[src/rtl/cpu_pkg.sv]
// Shared core definitions for the multiply/divide unit.
//   muldiv_op_t    : operation select driven from decode (Op port encoding)
//   muldiv_state_t : iterative unit control states
//   XLEN           : architectural register width
//   REG_IDX_W      : register-file index width
package cpu_pkg;

    localparam int XLEN      = 32;
    localparam int REG_IDX_W = 4;

    typedef enum logic [1:0] {
        MUL   = 2'b00,
        MULHU = 2'b01,
        DIVU  = 2'b10,
        REMU  = 2'b11
    } muldiv_op_t;

    typedef enum logic [1:0] {
        IDLE = 2'b00,
        RUN  = 2'b01,
        DONE = 2'b10
    } muldiv_state_t;

endpackage

[src/rtl/iter_muldiv.sv]
// Iterative unsigned multiply/divide unit, one result bit per clock.
// Sits beside the ALU on the register-file read operands and drives the
// register-file write port on completion.
//
// Ports:
//   Clk, Rst         clock (rising edge), synchronous active-high reset
//   Start            one-cycle request, accepted only while idle
//   Op               00 MUL, 01 MULHU, 10 DIVU, 11 REMU
//   OperandA/B       multiplicand/dividend, multiplier/divisor
//   DestRegister     write-back register index, captured with Start
//   Busy             high while an operation is running or completing
//   Done             one-cycle completion pulse
//   Result           registered result, held until the next completion
//   RegWrite         write-back strobe (suppressed for r0)
//   WriteRegister    captured DestRegister
//   WriteData        same as Result
module iter_muldiv
    import cpu_pkg::*;
#(
    parameter int WIDTH = XLEN,
    parameter int ITER  = WIDTH
) (
    input  logic                 Clk,
    input  logic                 Rst,
    input  logic                 Start,
    input  logic [1:0]           Op,
    input  logic [WIDTH-1:0]     OperandA,
    input  logic [WIDTH-1:0]     OperandB,
    input  logic [REG_IDX_W-1:0] DestRegister,
    output logic                 Busy,
    output logic                 Done,
    output logic [WIDTH-1:0]     Result,
    output logic                 RegWrite,
    output logic [REG_IDX_W-1:0] WriteRegister,
    output logic [WIDTH-1:0]     WriteData
);

    localparam int CNT_W = (ITER > 1) ? $clog2(ITER) : 1;
    localparam logic [CNT_W-1:0] LAST = CNT_W'(ITER - 1);

    muldiv_state_t        state, state_nxt;
    logic [CNT_W-1:0]     cnt;
    muldiv_op_t           op_q;
    logic [WIDTH-1:0]     b_q;
    logic [REG_IDX_W-1:0] dest_q;
    logic [WIDTH-1:0]     result_q;

    // Shared shift register: {hi,lo} is the product accumulator for
    // multiply and {R,Q} for divide (hi = partial remainder, lo = quotient).
    logic [WIDTH-1:0]     hi, lo;
    logic [WIDTH-1:0]     hi_nxt, lo_nxt;
    logic [WIDTH-1:0]     res_nxt;

    logic                 is_div;
    logic [WIDTH:0]       mul_sum;   // 33-bit add, carry kept
    logic [WIDTH:0]       r_sh;      // 33-bit partial remainder after shift
    logic [WIDTH+1:0]     diff;      // extra MSB acts as the borrow
    logic                 ge;
    logic                 unused_diff_bit;

    assign is_div = op_q[1];

    // Multiply step: conditional add of B, then shift {carry,hi,lo} right.
    assign mul_sum = {1'b0, hi} + (lo[0] ? {1'b0, b_q} : '0);

    // Divide step: shift {R,Q} left, trial-subtract B, restore on borrow.
    // The remainder is always below B, so after the step it fits WIDTH bits.
    assign r_sh            = {hi, lo[WIDTH-1]};
    assign diff            = {1'b0, r_sh} - {2'b00, b_q};
    assign ge              = ~diff[WIDTH+1];
    assign unused_diff_bit = diff[WIDTH];

    always_comb begin
        hi_nxt = hi;
        lo_nxt = lo;
        if (is_div) begin
            hi_nxt = ge ? diff[WIDTH-1:0] : r_sh[WIDTH-1:0];
            lo_nxt = {lo[WIDTH-2:0], ge};
        end else begin
            hi_nxt = mul_sum[WIDTH:1];
            lo_nxt = {mul_sum[0], lo[WIDTH-1:1]};
        end
    end

    always_comb begin
        res_nxt = lo_nxt;
        case (op_q)
            MUL:   res_nxt = lo_nxt;
            MULHU: res_nxt = hi_nxt;
            DIVU:  res_nxt = lo_nxt;
            REMU:  res_nxt = hi_nxt;
            default: res_nxt = lo_nxt;
        endcase
    end

    // Control: next state and decoded status outputs
    always_comb begin
        state_nxt = state;
        Busy      = 1'b0;
        Done      = 1'b0;
        case (state)
            IDLE: begin
                if (Start) state_nxt = RUN;
            end
            RUN: begin
                Busy = 1'b1;
                if (cnt == LAST) state_nxt = DONE;
            end
            DONE: begin
                Busy      = 1'b1;
                Done      = 1'b1;
                state_nxt = IDLE;
            end
            default: state_nxt = IDLE;
        endcase
    end

    // Registers: operand capture on accept, one iteration per RUN edge,
    // result captured on the final iteration.
    always_ff @(posedge Clk) begin
        if (Rst) begin
            state    <= IDLE;
            cnt      <= '0;
            op_q     <= MUL;
            b_q      <= '0;
            dest_q   <= '0;
            hi       <= '0;
            lo       <= '0;
            result_q <= '0;
        end else begin
            state <= state_nxt;
            if (state == IDLE && Start) begin
                op_q   <= muldiv_op_t'(Op);
                b_q    <= OperandB;
                dest_q <= DestRegister;
                hi     <= '0;
                lo     <= OperandA;
                cnt    <= '0;
            end else if (state == RUN) begin
                hi  <= hi_nxt;
                lo  <= lo_nxt;
                cnt <= cnt + 1'b1;
                if (cnt == LAST) result_q <= res_nxt;
            end
        end
    end

    assign Result        = result_q;
    assign WriteData     = result_q;
    assign WriteRegister = dest_q;
    assign RegWrite      = Done && (dest_q != '0);

endmodule
[config.mk]
export PLATFORM = sky130hd
export DESIGN_NAME = iter_muldiv
export DESIGN_NICKNAME = d
export VERILOG_FILES = /design/src/rtl/cpu_pkg.sv /design/src/rtl/iter_muldiv.sv
export SDC_FILE = /design/constraint.sdc
export NUM_CORES = 1
export LEC_CHECK = 0
export ABC_AREA = 1
export CELL_PAD_IN_SITES_DETAIL_PLACEMENT = 0
export CELL_PAD_IN_SITES_GLOBAL_PLACEMENT = 2
export CORE_AREA = 2 2 205 207
export CTS_CLUSTER_DIAMETER = 100
export CTS_CLUSTER_SIZE = 24
export DETAILED_ROUTE_END_ITERATION = 8
export DIE_AREA = 0 0 207 209
export PLACE_DENSITY = 0.9
export SLEW_MARGIN = 25
export SYNTH_ARGS = -nofsm -noshare
export SYNTH_HDL_FRONTEND = slang
export SYNTH_SLANG_ARGS = --single-unit
[constraint.sdc]
create_clock -name Clk -period 2.73 [get_ports Clk]
set_input_delay 0.546 -clock Clk [delete_from_list [all_inputs] [get_ports Clk]]
set_output_delay 0.546 -clock Clk [all_outputs]
set_load 0.02 [all_outputs]
==> Word level (Yosys, flattened, before mapping) <==
Cells that the tools add are included.
{ "classes": {"n_reduce_logical": 12, "eq_ne": 8, "bitwise": 2, "add_sub_neg": 3, "mux": 12} }
{ "op_table": {"columns": ["op", "count"], "rows": [
  ["$mux 32", 6],
  ["$pmux 32 s2", 1],
  ["$sub 33x32->34", 1],
  ["$add 32x32->33", 1],
  ["$reduce_or 2->1", 4],
  ["$eq 2x2->1 const B", 3],
  ["$add 5x1->5 const B", 1],
  ["$eq 5x5->1 const B", 1],
  ["$eq 2x1->1 const B", 2],
  ["$logic_not 2->1", 2],
  ["$mux 2", 2],
  ["$ne 2x2->1 const B", 2],
  ["$pmux 2 s2", 1],
  ["$reduce_bool 4->1", 1],
  ["$reduce_and 3->1", 1],
  ["$logic_and 1x1->1", 2],
  ["$mux 1", 2],
  ["$not 1->1", 2],
  ["$reduce_and 2->1", 1],
  ["$reduce_bool 2->1", 1]
]} }
{ "totals": {"wordCells": 45, "regBits": 141, "out_inout_bits": 71, "inputBits": 73} }

==> Longest topological paths before layout <==
Gate-level depths: netlist of the first run.
{ "logic_depth": {"depth_word": 5, "mapped_depth": 20} }

==> Worst setup path after synthesis of the first run <==
Ideal clock, no wire load.
{ "synth_path": {"kind": "register to register", "from": "reg lo[0]", "to": "reg result_q[15], in the netlist Result[15]", "period_less_slack_ns": 2.316, "slack_ns": 0.414, "arrival_ns": 2.195, "t_required_ns": 2.609, "stages_incl_launch_ff": 17, "setup_time_ns": 0.121, "cell_sequence": "dfxtp_1 -> clkbuf_1 -> clkbuf_1 -> nand2_1 -> inv_1 -> ha_1 -> nand2_1 -> inv_1 -> a21oi_1 -> o21bai_1 -> inv_1 -> nand2_1 -> or2_2 -> nand3_1 -> nand3_1 -> nand2_1 -> a21oi_1"} }
{ "synth_via": {"elab_chain_cells": 4} }
{ "synth_lines": {"columns": ["element", "line", "rtl"], "rows": [
  ["start, declared", "iter_muldiv.sv:50", "logic [WIDTH-1:0] hi, lo;"],
  ["start signal, assigned", "iter_muldiv.sv:137", "lo <= OperandA;"],
  ["start signal, assigned", "iter_muldiv.sv:141", "lo <= lo_nxt;"],
  ["$mux 32", "iter_muldiv.sv:64", "assign mul_sum = {1'b0, hi} + (lo[0] ? {1'b0, b_q} : '0);"],
  ["$add 32x32->33", "iter_muldiv.sv:64", null],
  ["$mux 32", "iter_muldiv.sv:76", "if (is_div) begin"],
  ["$pmux 32 s2", "iter_muldiv.sv:87", "case (op_q)"],
  ["end signal, assigned", "iter_muldiv.sv:143", "if (cnt == LAST) result_q <= res_nxt;"],
  ["end, declared", "iter_muldiv.sv:46", "logic [WIDTH-1:0] result_q;"]
]} }
No other way between the ends.
A chain may end at the register's enable or synchronous reset.

==> Worst setup path after layout of the first run <==
{ "layout_path": {"from": "reg lo[0]", "to": "reg result_q[27], in the netlist Result[27]"} }
Same word-level chain as after synthesis.

==> reports/metrics.json, run 1 <==
{
  "antenna_violating_nets_post_route": 0,
  "clock-sinks": 141,
  "outcome": "completed",
  "total_leakage_power_nw": 7.783,
  "finalInstanceArea_um2": 15380,
  "antenna_cells": 0,
  "post-synth-top-area-cell": "sky130_fd_sc_hd__dfxtp_1",
  "worst_voltage_drop_across_the_vdd_grid_v": 0.0006089,
  "final_power_w": 0.01653,
  "number_of_endpoints_failing_setup_at_the_final_stage": 0,
  "post_dp_cell_area_um2": 14370,
  "timing.fmax_ghz": 0.3813,
  "htreeDepth": 4,
  "clock_tree.root_cell": "sky130_fd_sc_hd__clkbuf_16",
  "worst_setup_path_start_kind": "register",
  "gpl.final_weighted_congestion": 0.9505,
  "route.detailed.drc": 0,
  "antenna_found_initial": 0,
  "route.final.wire_length_um": 48190,
  "cts-buffers-inserted": 17,
  "fin_nets": 2362,
  "ys_top_cells_by_count": "sky130_fd_sc_hd__nand2_1, sky130_fd_sc_hd__inv_1, sky130_fd_sc_hd__dfxtp_1",
  "coreArea_um2": 41290,
  "required_ns": 3.04,
  "ys_top_cells_by_area": "sky130_fd_sc_hd__dfxtp_1, sky130_fd_sc_hd__nand2_1, sky130_fd_sc_hd__inv_1",
  "final_cell_count_no_fill": 2769,
  "synthDistinctLibCells": 49,
  "timing.final.max_slew_violations": 0,
  "post_route_cells_drive_above_1_share_pct": 10.31,
  "drt_iter0_drc": 976,
  "wire_length_of_the_first_global_routing_pass_um": 73610,
  "synth_enable_flop_cells": 0,
  "ys_dominant_reg_cell": "sky130_fd_sc_hd__dfxtp_1",
  "setup_crit_end_kind": "register",
  "yosys.cell_count.top_type": "sky130_fd_sc_hd__nand2_1",
  "synthesis.instances": 2079,
  "io_buffers": 143,
  "post_drt_wl_per_cell_um": 17.40,
  "layout_setup_ws_ns": 0.1072,
  "grt_start_max_net_pins": 72,
  "chipWidth_um": 207,
  "globalRouteOverflowTotal": 0,
  "finalHoldViolations": 0,
  "vias": 13240,
  "synth_warnings": 0,
  "ys_seq_elements": 141,
  "biggest_cell_delay_along_the_critical_path_ns": 0.41,
  "grt_pass1_vias": 12680,
  "worst_slew_margin_rel_pct": 49.51,
  "cellPowerDensity_nw_per_um2": 1075,
  "timing.critical_path.arrival_ns": 2.94,
  "worst_slew_pin_slew_ns": 0.7574,
  "initial_utilization_pct": 29.64,
  "die_height_um": 209,
  "critPathMostFrequentCell": "sky130_fd_sc_hd__nand3_1",
  "timing.hold.worst.class": "reg -> reg",
  "cell_breakdown_of_the_critical_path": "clkbuf_16 > nand2_1 > inv_1 > ha_2 > fa_2 > nand3_1 > nand3_2 > nand3_1 > nand3_2 > nand2_2 > nand3_1 > nand3_1 > nand4_1 > nand2_2 > a21oi_2",
  "post-place-cells": 2730,
  "final.min_clock_period_ns": 2.623,
  "worst_clock_skew_ns": 0.01664,
  "drv.max_cap_violation_count": 0,
  "timing.critical_path.fanout_max": 13,
  "yosysSeqAreaShare_pct": 23.07,
  "worst_hold_slack_ns": 0.4791,
  "synthArstFlopShare_pct": 0,
  "synthesis.area_per_instance_um2": 5.886,
  "place.detailed.hpwl_um": 38370,
  "design.die.area_um2": 43260,
  "global_route_usage_over_all_layers_pct": 21.86,
  "placement.setup.worst_slack_ns": -0.05778,
  "clock_tree_from_tritoncts": "built",
  "clock_path_buffers": 2,
  "synth.cell_area_um2": 12240,
  "area.growth.synth_to_final_pct": 25.66,
  "clk_pin_slew_worst_paths_ns": 0.07,
  "post-route-period-util_pct": 96.07,
  "ioPinCount": 144,
  "cts_hold_repair.buffers": 0,
  "route.detailed.vias_per_inst": 4.780,
  "clkLatencyLatePin_ns": 0.45,
  "syn_nets": 2224,
  "rows": 75,
  "fill_cells": 4636,
  "drtPass1Iterations": 7,
  "critical_path_s_slowest_cell": "sky130_fd_sc_hd__fa_2",
  "top_area_cell_type_share_of_the_netlist_area_pct": 23.07,
  "timing_worst_setup_path_type": "reg -> reg"
}
area by class of cell:
cell class / count / area, um2 / area share (%)
Clock buffer: 19 / 452.9 / 2.945
Tap cell: 539 / 674.4 / 4.386
Multi-Input combinational cell: 1458 / 7705 / 50.11
Sequential cell: 141 / 2835 / 18.44
Clock inverter: 13 / 131.4 / 0.8544
Timing Repair Buffer: 227 / 2182 / 14.19
Inverter: 372 / 1396 / 9.081
power breakdown:
group | switching, W | internal, W | total, W
registers | 0.000533 | 0.00253 | 0.00306
logic | 0.00706 | 0.00401 | 0.0111
clock network | 0.00108 | 0.00132 | 0.00240
worst max-delay path, delay by kind of cell (launching register included):
family	cells	cell delay, ns
fa+ha+maj	2	0.60
flops	1	0.38
simple gates	10	1.21
buf+inv	2	0.23
compound gates	1	0.06
registers in the layout, summed over array words and instances (netlist names):
register       cells
WriteRegister      4
hi                32
lo                32
b_q               32
state              2
cnt                5
op_q               2
Result            32
cells in the final DEF (no fill, tap or decap), drive strengths merged, types with 41 or more instances in the layout:
master         instances
a21oi                117
buf                   84
clkdlybuf4s50        142
dfxtp                141
ha                    70
inv                  376
nand2                731
nand3                121
nand4                 41
nor2                 100
o21ai                118
cell families after synthesis:
kind of cell,after synthesis,share of synthesized area [%]
mux,2,0.1636
buf+inv,480,16.74
fa+ha+maj,72,7.485
xor+xnor,26,1.861
simple gates,1049,36.31
compound gates,309,14.38
flops,141,23.07
path summary, 6_finish.rpt:
kind / to / cells after the start / slack [ns] / from
worst max-delay path: Result[27] / 15 / 0.11 / lo[0]
worst min-delay path: cnt[4] / 2 / 0.48 / cnt[4]
worst max register to register: Result[27] / 15 / 0.11 / lo[0]
worst min register to register: cnt[4] / 2 / 0.48 / cnt[4]
per-stage QoR:
stage	setup TNS [ns]	util (%)
after floorplan	0	-
after global placement	-0.05628	34.81
after detailed placement	-0.1096	34.81
after CTS	0	36.28
after global routing	-0.08655	37.24
final	0	37.24
layer usage:
metal / global-route usage (%) / up-vias / part of all wire [%]
met1: 29.14 / 6056 / 46
met2: 37.32 / 325 / 47
met5: 0 / - / 0
met4: 6.552 / 0 / 2.4
met3: 2.074 / 54 / 4.5
li1: - / 6802 / -
what timing repair did:
item                                    4_1_cts  5_1_grt
gates resized for setup                       6       75
endpoints found under the hold margin         0        0
pin swaps                                     0        9
setup buffers                                 0        6
cloned                                        0        1
endpoints found under the setup margin        2       37
(Power assumes the default switching activity.)
==> run 2, diff against run 1 <==
Settings changed: CORE_AREA 2 2 205 207 to 2 2 216 197, DIE_AREA 0 0 207 209 to 0 0 218 199, TNS_END_PERCENT set to 5.
==> run 2 against run 1 <==
Against the previous run:
- clock power is 6% higher
- design area is 0.46% lower
- flip-flop and latch count stayed put
- largest cell class unchanged
- critical endpoint is now Result[28]
- core utilization is 0.11 points lower
- sequential share of layout area is 0.052 points higher
- hold slack worse by 0.043 ns
- fmax is 0.38% higher
- critical path type unchanged
- total power is 1.3% lower
- largest power group unchanged
- combinational power is 4% lower
- final cell count is 0.58% higher
- die area is 0.28% higher
==> reports/metrics.json, run 2 (synthesized netlist as in run 1, its figures left out) <==
{
  "outcome": "completed",
  "drtPass1Iterations": 8,
  "cp_num_buf_inv": 2,
  "finalInstanceArea_um2": 15310,
  "total_leakage_power_nw": 7.837,
  "wire_length_of_the_first_global_routing_pass_um": 72350,
  "cellPowerDensity_nw_per_um2": 1066,
  "rows": 71,
  "die_height_um": 199,
  "setup_crit_end_kind": "register",
  "critPathMostFrequentCell": "sky130_fd_sc_hd__nand2_1",
  "post_drt_wl_per_cell_um": 16.94,
  "cell_breakdown_of_the_critical_path": "inv_2 > ha_4 > fa_1 > inv_1 > nand3_1 > nand3_2 > nand2_1 > nand2_2 > nand2_1 > nand2_1 > nand2_2 > nand3_1 > nand2_1 > nand2_1 > nand4_1 > nand2_2 > a21oi_2",
  "timing.critical_path.arrival_ns": 2.94,
  "grt_use_met1_pct": 30.38,
  "timing.fmax_ghz": 0.3827,
  "timing_worst_setup_path_type": "reg -> reg",
  "coreArea_um2": 41220,
  "clock-sinks": 141,
  "worst_slew_margin_rel_pct": 49.73,
  "io_buffers": 143,
  "required_ns": 3.05,
  "grt_start_max_net_pins": 72,
  "post_dp_cell_area_um2": 14450,
  "number_of_endpoints_failing_setup_at_the_final_stage": 0,
  "clkLatencyLatePin_ns": 0.46,
  "clock_tree.root_cell": "sky130_fd_sc_hd__clkbuf_16",
  "route.detailed.drc": 0,
  "global_route_usage_over_all_layers_pct": 21.88,
  "fin_nets": 2371,
  "biggest_cell_delay_along_the_critical_path_ns": 0.40,
  "critical_path_s_slowest_cell": "sky130_fd_sc_hd__fa_1",
  "design.die.area_um2": 43380,
  "gr-usage-met3_pct": 3.165,
  "finalHoldViolations": 0,
  "cts_hold_repair.buffers": 0,
  "critPathTopFamily": "simple AND/OR/NAND/NOR gates",
  "antenna_found_initial": 0,
  "initial_utilization_pct": 29.69,
  "grt_pass1_vias": 12480,
  "vias": 13240,
  "final_power_w": 0.01632,
  "clock_path_buffers": 2,
  "ioPinCount": 144,
  "worst_clock_skew_ns": 0.01367,
  "post_route_cells_drive_above_1_share_pct": 9.383,
  "gpl.final_weighted_congestion": 0.9600,
  "timing.critical_path.fanout_max": 3,
  "post-route-period-util_pct": 95.71,
  "grt_setup_unrepaired": "true",
  "most_frequent_cells_in_the_layout": "sky130_fd_sc_hd__nand2_1, sky130_fd_sc_hd__inv_1, sky130_fd_sc_hd__clkdlybuf4s50_1",
  "antenna_cells": 0,
  "place.detailed.hpwl_um": 37740,
  "area.growth.synth_to_final_pct": 25.09,
  "global_route.usage.met2_pct": 35.25,
  "route.final.wire_length_um": 47170,
  "drt_iter0_drc": 909,
  "drv.max_cap_violation_count": 0,
  "route.detailed.vias_per_inst": 4.755,
  "clock_tree_from_tritoncts": "built",
  "timing.hold.worst.class": "in -> reg",
  "worst_voltage_drop_across_the_vdd_grid_v": 0.0006982,
  "final.min_clock_period_ns": 2.613,
  "antenna_violating_nets_post_route": 0,
  "layout_commonest_cell": "sky130_fd_sc_hd__nand2_1",
  "cts-buffers-inserted": 17,
  "htreeDepth": 4,
  "grt_most_used_layer": "met2",
  "timing.final.max_slew_violations": 0,
  "clk_pin_slew_worst_paths_ns": 0.06,
  "chipWidth_um": 218,
  "worst_setup_path_start_kind": "register",
  "worst_slew_pin_slew_ns": 0.7541,
  "globalRouteOverflowTotal": 0
}
==> run 2: cell count changes in the layout (fill, tap and decap cells not counted), moves of 4 or more <==
cell / delta
sky130_fd_sc_hd__buf_4: +9
sky130_fd_sc_hd__clkinv_4: -4
sky130_fd_sc_hd__ha_1: +11
sky130_fd_sc_hd__ha_4: -9
sky130_fd_sc_hd__nand2_1: +4
sky130_fd_sc_hd__nand2_2: -4
sky130_fd_sc_hd__nand3_1: +4
sky130_fd_sc_hd__nand3_2: -4
==> run 2: what timing repair did <==
action	CTS	global route
pin swaps	1	8
cloned	0	1
setup buffers	0	5
setup endpoints to repair	5	41
gates resized for setup	6	47
==> run 2: worst paths after layout <==
kind,slack [ns],startpoint,to,depth (start not counted)
setup reg to reg,0.12,lo[31],Result[28],17
hold reg to reg,0.47,cnt[4],cnt[4],2
hold / removal,0.44,Rst,Result[27],2
setup / recovery,0.12,lo[31],Result[28],17
==> run 2: layout make-up <==
class,instances,area [um2]
clock buffer,22,484.2
clock inverter,9,132.6
fill,4585,25910
inverter,372,1396
multi-input combinational,1459,7555
sequential,141,2830
tap,547,684.4
timing repair buffer,235,2225
==> run 2: power by group <==
group          switching (W)  total, W  internal, W
Combinational        0.00686    0.0107      0.00382
Sequential          0.000573   0.00310      0.00253
Clock                0.00101   0.00254      0.00153
==> run 2: metrics by stage <==
stage / utilization [%] / std cells / worst slack, ns / hold WS [ns] / setup TNS (ns)
final: 37.14 / 2785 / 0.1170 / 0.4361 / 0
after CTS: 36.62 / 2779 / -0.02569 / 0.4106 / -0.02569
after global routing: 37.14 / 2785 / -0.05376 / 0.4294 / -0.1531
after global placement: 35.05 / 2748 / -0.1979 / 0.4586 / -0.2077
after floorplan: - / 2079 / 0.4143 / 0.4451 / 0
after detailed placement: 35.05 / 2748 / -0.2257 / 0.4636 / -0.2850
==> run 2: worst reg2reg max path, delay by kind of cell (launching register included) <==
kind,cells,cell delay (ns)
compound gates,1,0.06
buf+inv,2,0.19
simple gates,12,1.29
fa+ha+maj,2,0.59
flops,1,0.35
==> run 2: layer usage <==
layer | part of all wire [%] | wire length (um)
met5 | 0 | 0
met4 | 2.2 | 1051
met3 | 4.3 | 2013
met2 | 45 | 21240
met1 | 48 | 22860
==> run 3, diff against run 2 <==
Settings changed: TNS_END_PERCENT 5 to not set.
==> run 3 against run 2 <==
Against the previous run:
- non-clock buffer count is 3 higher
- critical endpoint unchanged
- total power is 1.2% higher
- fmax hardly changed
- register-to-register slack hardly changed
==> reports/metrics.json, run 3 (synthesized netlist as in run 1, its figures left out) <==
{
  "drv.max_cap_violation_count": 0,
  "hold_end": "Result[27]",
  "logic_gate_share_of_total_power_pct": 65.8,
  "timing.critical_path.fanout_max": 10,
  "post_drt_wl_per_cell_um": 16.99,
  "global_route_usage_over_all_layers_pct": 21.88,
  "worst_voltage_drop_across_the_vdd_grid_v": 0.0006952,
  "grt_pass1_vias": 12480,
  "worst_setup_path_start_kind": "register",
  "worst_slew_margin_rel_pct": 51.11,
  "p_int_w": 0.007981,
  "post_dp_cell_area_um2": 14450,
  "power_share_of_the_clock_group_pct": 15.4,
  "final.min_clock_period_ns": 2.612,
  "p_sw_share_pct": 51.66,
  "clock-sinks": 141,
  "coreArea_um2": 41220,
  "design.die.area_um2": 43380,
  "ff2ff_setup_slack_ns": 0.12,
  "total_leakage_power_nw": 7.859,
  "chipWidth_um": 218,
  "initial_utilization_pct": 29.69,
  "rows": 71,
  "ioPinCount": 144,
  "antenna_violating_nets_post_route": 0,
  "setup_crit_end_kind": "register",
  "critPathMostFrequentCell": "sky130_fd_sc_hd__inv_1",
  "layout_commonest_cell": "sky130_fd_sc_hd__nand2_1",
  "fin_nets": 2374,
  "grt_setup_unrepaired": "true",
  "timing.critical_path.arrival_ns": 2.94,
  "cell_breakdown_of_the_critical_path": "inv_1 > ha_1 > nand2_1 > inv_1 > nand2_1 > nand3_1 > inv_1 > a21oi_2 > nor2_4 > buf_12 > buf_4 > nand4_1 > nand4_1 > nand2_2 > a21oi_2",
  "min_from": "Rst",
  "die_height_um": 199,
  "htreeDepth": 4,
  "post_route_cells_drive_above_1_share_pct": 10.40,
  "gpl.final_weighted_congestion": 0.9600,
  "cts_hold_repair.buffers": 0,
  "worst_clock_skew_ns": 0.01304,
  "clock_path_buffers": 2,
  "antenna_cells": 0,
  "drt_iter0_drc": 977,
  "finalHoldViolations": 0,
  "net-switching-power_w": 0.008530,
  "clock_tree.root_cell": "sky130_fd_sc_hd__clkbuf_16",
  "crit-reg2reg-launch": "b_q[23]",
  "vias": 13250,
  "biggest_cell_delay_along_the_critical_path_ns": 0.39,
  "globalRouteOverflowTotal": 0,
  "timing.hold.worst.class": "in -> reg",
  "critical_path_s_slowest_cell": "sky130_fd_sc_hd__dfxtp_1",
  "cellPowerDensity_nw_per_um2": 1071,
  "cts-buffers-inserted": 17,
  "area.growth.synth_to_final_pct": 26.04,
  "drtPass1Iterations": 5,
  "power.sequential.fraction_pct": 18.8,
  "most_frequent_cells_in_the_layout": "sky130_fd_sc_hd__nand2_1, sky130_fd_sc_hd__inv_1, sky130_fd_sc_hd__clkdlybuf4s50_1",
  "timing.final.max_slew_violations": 0,
  "post-route-period-util_pct": 95.68,
  "route.final.wire_length_um": 47380,
  "finalSetupTns_ns": 0,
  "worst_slew_pin_slew_ns": 0.7334,
  "clkLatencyLatePin_ns": 0.46,
  "clk_pin_slew_worst_paths_ns": 0.07,
  "grt_start_max_net_pins": 72,
  "wire_length_of_the_first_global_routing_pass_um": 72350,
  "clock_tree_from_tritoncts": "built",
  "timing_worst_setup_path_type": "reg -> reg",
  "reg2reg_depth": 15,
  "finalInstanceArea_um2": 15420,
  "place.detailed.hpwl_um": 37740,
  "route.detailed.vias_per_inst": 4.753,
  "outcome": "completed",
  "crit-reg2reg-capture": "Result[28]",
  "antenna_found_initial": 0,
  "min_delay_path_depth": 2,
  "route.detailed.drc": 0,
  "required_ns": 3.05,
  "number_of_endpoints_failing_setup_at_the_final_stage": 0,
  "timing.fmax_ghz": 0.3829,
  "io_buffers": 143,
  "critPathLaunch": "b_q[23]"
}
## run 3: cell count changes in the layout (fill, tap and decap cells not counted), moves of 2 or more
cell and delta:
sky130_fd_sc_hd__nor2_2 +2, sky130_fd_sc_hd__dfxtp_1 -3, sky130_fd_sc_hd__ha_1 -5, sky130_fd_sc_hd__buf_4 +2, sky130_fd_sc_hd__nand2_2 +5, sky130_fd_sc_hd__nor2_1 -3
sky130_fd_sc_hd__dfxtp_2 +3, sky130_fd_sc_hd__nand2_1 -6, sky130_fd_sc_hd__ha_2 +4
## run 3: repair_timing
item,CTS,global route
setup buffers,0,7
resized for setup,6,70
setup endpoints to repair,5,41
gates cloned,0,2
pin swaps,1,17
## run 3: final cells by class
type / count / area, um2
inverters: 372 / 1396
fillers: 4574 / 25800
clock buffers: 22 / 484.2
flip-flops and latches: 141 / 2834
well taps: 547 / 684.4
clock inverters: 9 / 132.6
multi-input cells: 1459 / 7627
repair buffers: 238 / 2265
## run 3: worst max path at each step
stage	endpoint	slack, ns
2_1_floorplan	Result[15]	0.41
3_5_place_dp	Result[28]	-0.23
4_1_cts	Result[28]	-0.03
6_report	Result[28]	0.12
3_3_place_gp	Result[28]	-0.20
5_1_grt	Result[28]	-0.02
## run 3: critical path, delay by kind of cell (launching register included)
kind | cells | cell delay [ns]
flip-flops | 1 | 0.39
AND/OR/NAND/NOR | 7 | 0.86
AO/OA/AOI/OAI | 2 | 0.23
adder cells (fa/ha/maj) | 1 | 0.39
buffers and inverters | 5 | 0.59
## run 3: per-layer routing
layer | up-vias | GRT usage [%] | share of wire [%]
met5 | - | 0 | 0
met4 | 0 | 5.845 | 2.0
met3 | 41 | 3.165 | 4.1
met2 | 311 | 35.25 | 45
met1 | 6063 | 30.38 | 49
li1 | 6837 | - | -
## run 3: through the flow
| stage | hold slack, ns | power, W | utilization, % | setup WS, ns | cells |
|---|---|---|---|---|---|
| after global routing | 0.4294 | 0.01795 | 37.42 | -0.02156 | 2788 |
| after detailed placement | 0.4636 | 0.01334 | 35.05 | -0.2257 | 2748 |
| final | 0.4362 | 0.01651 | 37.42 | 0.1181 | 2788 |
| after global placement | 0.4586 | 0.01330 | 35.05 | -0.1979 | 2748 |
| after CTS | 0.4106 | 0.01602 | 36.62 | -0.02569 | 2779 |
| after floorplan | 0.4451 | 0.009945 | - | 0.4143 | 2079 |
## run 3: power by group through the flow
stage / clock network [W] / logic (W) / registers, W
2_1_floorplan: 0 / 0.00712 / 0.00283
3_3_place_gp: 0 / 0.0102 / 0.00315
3_5_place_dp: 0 / 0.0102 / 0.00314
4_1_cts: 0.00259 / 0.0103 / 0.00310
5_1_grt: 0.00267 / 0.0121 / 0.00315
6_report: 0.00254 / 0.0109 / 0.00311
